--- src/rtl/fetch_pkg.sv ---
// Shared constants for the instruction fetch controller: state encoding,
// default address width and the halt instruction encoding.
package fetch_pkg;

  localparam int unsigned InsnW     = 32;
  localparam int unsigned AwDefault = 10;

  localparam logic [InsnW-1:0] HaltInsnDefault = 32'h0000_0073;

  localparam logic [1:0] StLoad = 2'd0;
  localparam logic [1:0] StRun  = 2'd1;
  localparam logic [1:0] StHalt = 2'd2;

endpackage

--- src/rtl/fetch_ctrl_sat_cnt.sv ---
// Free-running event counter that sticks at all-ones instead of wrapping.
module fetch_ctrl_sat_cnt #(
  parameter int unsigned Width = 32
) (
  input  logic             clk_i,
  input  logic             rst_i,
  input  logic             inc_i,
  output logic [Width-1:0] cnt_o
);

  logic [Width-1:0] cnt_q, cnt_d;

  always_comb begin
    cnt_d = cnt_q;
    if (inc_i && (cnt_q != {Width{1'b1}})) begin
      cnt_d = cnt_q + Width'(1);
    end
  end

  always_ff @(posedge clk_i) begin
    if (rst_i) begin
      cnt_q <= '0;
    end else begin
      cnt_q <= cnt_d;
    end
  end

  assign cnt_o = cnt_q;

endmodule

--- src/rtl/fetch_ctrl.sv ---
// Instruction fetch sequencer: loads a program into instruction memory, then
// fetches sequentially toward decode with stall, redirect and halt handling.
module fetch_ctrl
  import fetch_pkg::*;
#(
  parameter int unsigned         AW        = AwDefault,
  parameter logic [AW-1:0]       RESET_PC  = '0,
  parameter logic [InsnW-1:0]    HALT_INSN = HaltInsnDefault
) (
  input  logic             clk_i,
  input  logic             rst_i,
  // Loader port
  input  logic             ld_valid_i,
  input  logic [AW-1:0]    ld_addr_i,
  input  logic [InsnW-1:0] ld_data_i,
  input  logic             ld_done_i,
  output logic             ld_ready_o,
  // Instruction memory
  output logic             mem_we_o,
  output logic [AW-1:0]    mem_waddr_o,
  output logic [InsnW-1:0] mem_wdata_o,
  output logic [AW-1:0]    pc_out_o,
  input  logic [InsnW-1:0] insn_in_i,
  // Decode interface
  output logic             if_valid_o,
  output logic [InsnW-1:0] if_insn_o,
  output logic [AW-1:0]    if_pc_o,
  input  logic             id_ready_i,
  input  logic             br_taken_i,
  input  logic [AW-1:0]    br_target_i,
  // Status
  output logic             halted_o,
  output logic [31:0]      fetch_cnt_o
);

  logic [1:0]       state_q, state_d;
  logic [AW-1:0]    pc_q, pc_d;
  logic             if_valid_q, if_valid_d;
  logic [InsnW-1:0] if_insn_q, if_insn_d;
  logic [AW-1:0]    if_pc_q, if_pc_d;
  logic             halted_q, halted_d;

  logic in_load, in_run, deliver, halt_hit, adv;

  assign in_load  = (state_q == StLoad);
  assign in_run   = (state_q == StRun);
  assign deliver  = in_run & if_valid_q & id_ready_i;
  assign halt_hit = deliver & (if_insn_q == HALT_INSN);
  assign adv      = ~if_valid_q | id_ready_i;

  always_comb begin
    state_d    = state_q;
    pc_d       = pc_q;
    if_valid_d = if_valid_q;
    if_insn_d  = if_insn_q;
    if_pc_d    = if_pc_q;
    halted_d   = halted_q;
    case (state_q)
      StLoad: begin
        if_valid_d = 1'b0;
        if (ld_done_i) begin
          state_d = StRun;
          pc_d    = RESET_PC;
        end
      end
      StRun: begin
        // Halt outranks redirect, which outranks stall/advance.
        if (halt_hit) begin
          state_d    = StHalt;
          if_valid_d = 1'b0;
          halted_d   = 1'b1;
        end else if (br_taken_i) begin
          pc_d       = br_target_i;
          if_valid_d = 1'b0;
        end else if (adv) begin
          if_insn_d  = insn_in_i;
          if_pc_d    = pc_q;
          if_valid_d = 1'b1;
          pc_d       = pc_q + AW'(1);
        end
      end
      StHalt: begin
        if_valid_d = 1'b0;
        halted_d   = 1'b1;
      end
      default: begin
        state_d    = StLoad;
        if_valid_d = 1'b0;
      end
    endcase
  end

  always_ff @(posedge clk_i) begin
    if (rst_i) begin
      state_q    <= StLoad;
      pc_q       <= RESET_PC;
      if_valid_q <= 1'b0;
      if_insn_q  <= '0;
      if_pc_q    <= '0;
      halted_q   <= 1'b0;
    end else begin
      state_q    <= state_d;
      pc_q       <= pc_d;
      if_valid_q <= if_valid_d;
      if_insn_q  <= if_insn_d;
      if_pc_q    <= if_pc_d;
      halted_q   <= halted_d;
    end
  end

  fetch_ctrl_sat_cnt #(
    .Width (32)
  ) u_fetch_cnt (
    .clk_i (clk_i),
    .rst_i (rst_i),
    .inc_i (deliver),
    .cnt_o (fetch_cnt_o)
  );

  assign ld_ready_o  = in_load;
  assign mem_we_o    = in_load & ld_valid_i;
  assign mem_waddr_o = ld_addr_i;
  assign mem_wdata_o = ld_data_i;
  assign pc_out_o    = pc_q;
  assign if_valid_o  = if_valid_q;
  assign if_insn_o   = if_insn_q;
  assign if_pc_o     = if_pc_q;
  assign halted_o    = halted_q;

endmodule
--- config.mk ---
export PLATFORM = sky130hd
export DESIGN_NAME = fetch_ctrl
export DESIGN_NICKNAME = d
export VERILOG_FILES = /design/src/rtl/fetch_pkg.sv /design/src/rtl/fetch_ctrl_sat_cnt.sv /design/src/rtl/fetch_ctrl.sv
export SDC_FILE = /design/constraint.sdc
export NUM_CORES = 1
export LEC_CHECK = 0
export ABC_AREA = 1
export BUFFER_PORTS_ARGS = -buffer_cell sky130_fd_sc_hd__buf_2
export CAP_MARGIN = 30
export CORE_ASPECT_RATIO = 0.7
export CORE_UTILIZATION = 43
export CTS_BUF_LIST = sky130_fd_sc_hd__clkbuf_16
export DETAILED_ROUTE_END_ITERATION = 12
export PLACE_DENSITY = 0.79
export SYNTH_ARGS = -nofsm -noshare
export SYNTH_HDL_FRONTEND = slang
export SYNTH_HIERARCHICAL = 1
export SYNTH_SLANG_ARGS = --single-unit
--- constraint.sdc ---
create_clock -name clk_i -period 1.6 [get_ports clk_i]
set_input_delay 0.24 -clock clk_i [delete_from_list [all_inputs] [get_ports clk_i]]
set_output_delay 0.24 -clock clk_i [all_outputs]
set_load 0.005 [all_outputs]
==> flow_summary.yaml <==
yosys:
  synth_top_area_share_pct: 36.0
  synthArstFlopShare_pct: 0
  ys_seq_elements: 88
  synth_area_leaders: "dfxtp_1 (36%), nor2_1 (15%), nand2_1 (11%)"
  synth.distinct_cells: 38
  synth_area_um2: 4900
  syn_nets: 831
  synth_top_area_cell: "dfxtp_1"
  synth-edff-count: 0
  yosys_warnings: 6
  netlist_instances: 739
  avgSynthCellArea_um2: 6.63
  synth_top_flop_cell: "dfxtp_1"
  yosysSeqAreaShare_pct: 36.0
clocking:
  cts_tree: "built"
  cts_buffer_depth: 2
  htree_levels: 3
  cts_buffers: 9
  clock_latency_ps: 330
  cts_sinks: 88
  clkTransAtPathRegs_ps: 60
  holdBufCountCts: 0
  cts_root_buf: "clkbuf_16"
floorplanning:
  core_um2: 11100
  ios: 220
  die-height_um: 91.3
  rows: 32
  die_area_um2: 11800
  fp.dieW_um: 130
  initial_core_util_pct: 44.3
route:
  drt_first_pass_iters: 5
  totalWireLength_um: 13900
  met1_length_um: 6670
  wl_met3_um: 1230
  num_vias: 5124
  highest_layer: "met4"
  ant_nets: 0
  wl_met2_um: 5850
  drc: 0
  drtIter0Drc: 317
  viasPerCell: 4.91
  wl_per_cell_um: 13.3
run_status:
  outcome: "finished clean"
power:
  p_leak_nw: 3.08
  p_per_area_nw_per_um2: 773
  irDropWorstVdd_v: 0.000476
grt:
  globalRouteTotalUtil_pct: 22.7
  grt_antenna_before_repair: 0
  grt_max_degree: 43
  grt_pass1_wl_um: 21300
  grt_pass1_vias: 4362
  overflow: 0
worst_setup_path:
  arrival_ps: 1810
  cp_data_required_time_ps: 1870
  max_stage_delay_ps: 340
  end_kind: "flip-flop"
  critPathKind: "flip-flop to flip-flop"
  startpoint_type: "flip-flop"
  crit_fanout: 12
  slowest_stage: "dfxtp_2"
  crit_chain: "inv_2 > nand2_4 > buf_4 > nor3_1 > nor2_2 > inv_1 > nor2_4 > nand2_1 > a21oi_1"
sta:
  fmax_ghz: 0.646
  fin_skew_ps: 4.16
  tightest_slew_ps: 446
  hold_viol: 0
  worst_slack_ps: 51.8
  period_share_pct: 96.8
  grt_setup_unrepaired: "yes"
  drv_slew: 0
  setup_viol: 0
  relSlewSlack_pct: 70.2
  final.setup.tns_ps: 0
  period_needed_ps: 1550
final_layout:
  fillerInstances: 1043
  drive_above_1_share_pct: 37.6
  diodes: 0
  multi_input_area_um2: 2690
  area_growth_pct: 31.6
  nets: 979
  register_area_um2: 1780
placement:
  dp_slack_ps: -43.7
  port-buffer-count: 135
  finalWeightedCongestion: 0.910
  place_hpwl_um: 10200
flow_run:
  maxCapViolations: 0
worst_hold_path:
  hp-class: "input port to flip-flop"
-- metal layers --
layer	GRT usage, %	vias up
met4	4.94	0
li1	-	2604
met1	32.5	2278
met5	0	-
met3	6.60	16
met2	33.3	226
-- metrics by stage --
step           hold WS, ps  instances  utilization (%)  cell area (um^2)  power, mW
2_1_floorplan          309        739                -              4900       2.77
3_3_place_gp           459       1023             52.5              5810       2.91
3_5_place_dp           467       1023             52.5              5810       2.92
4_1_cts                137       1040             55.4              6130       4.95
5_1_grt                143       1044             58.4              6450       5.20
6_report               144       1044             58.4              6450       4.98
-- cell usage in the layout (no fill, tap or decap), types with 3 or more instances in the layout --
| cell | n |
|---|---|
| nor2_1 | 152 |
| nand2_1 | 139 |
| buf_2 | 135 |
| dfxtp_1 | 74 |
| buf_4 | 57 |
| inv_1 | 49 |
| nor2_2 | 43 |
| nand3_1 | 30 |
| o21ai_0 | 27 |
| a21oi_1 | 27 |
| o21ai_1 | 21 |
| nand4_1 | 16 |
| nand2_2 | 14 |
| dfxtp_2 | 14 |
| nor2_4 | 12 |
| clkbuf_16 | 10 |
| nand3_2 | 10 |
| nand2_4 | 6 |
| buf_12 | 6 |
| nor3_1 | 5 |
| buf_6 | 5 |
| a31oi_1 | 5 |
| inv_2 | 4 |
| or2_2 | 3 |
-- cells by family after synthesis --
group | count (synthesis) | synth area share [%]
AND/OR/NAND/NOR | 442 | 40.0
AO/OA/AOI/OAI | 84 | 8.91
buffers and inverters | 121 | 14.2
XOR/XNOR | 2 | 0.358
adder cells (fa/ha/maj) | 2 | 0.511
flip-flops | 88 | 36.0
-- report_power, final --
part | total (mW) | switching (mW) | internal (mW)
Sequential | 2.36 | 0.0792 | 2.28
Clock | 2.04 | 0.855 | 1.18
Combinational | 0.590 | 0.320 | 0.270
-- worst paths after layout --
kind                 startpoint             to  slack, ps  cells after the start
setup / recovery     state_q[1]    pc_out_o[5]         50                      9
hold / removal    insn_in_i[14]  if_insn_o[14]        140                      3
setup reg to reg     state_q[1]    pc_out_o[5]         50                      9
hold reg to reg      if_pc_o[2]     if_pc_o[2]        480                      2
-- state kept, by name, summed over array words and instances, names as in the netlist --
signal and count:
halted_o 1, if_insn_o 32, if_pc_o 10, if_valid_o 1, pc_out_o 10, state_q 2
u_fetch_cnt/cnt_o 32
-- Yosys cell counts (all sizes together) (2+ instances only) --
cell type	count
xor2	2
o21ai	48
inv	53
or2	3
nor3	8
nor3b	2
nand3	41
clkbuf	9
nor2	208
a21oi	29
nand2	159
ha	2
buf	58
dfxtp	88
a31oi	5
nand4	18
-- what timing repair did --
action | in CTS | in global routing
gates resized for setup | 6 | 94
setup endpoints to repair | 31 | 82
pin swaps | 1 | 38
buffers inserted | 2 | 3
gates cloned | 0 | 1
-- cell type report --
cell class	instances	share of cell area (%)
timing repair buffer	204	20.2
clock inverter	6	0.834
clock buffer	9	3.49
inverter	54	3.22
tap	153	2.97
sequential	88	27.6
multi-input combinational	530	41.7
-- worst max-delay path, delay by kind of cell (launching register included) --
| kind | cells | cell delay (ps) |
|---|---|---|
| buffers and inverters | 3 | 350 |
| AOI/OAI and AO/OA | 1 | 140 |
| DFF | 1 | 340 |
| and+or+nand+nor | 5 | 650 |
No activity file was read; power rests on OpenSTA's default activity.
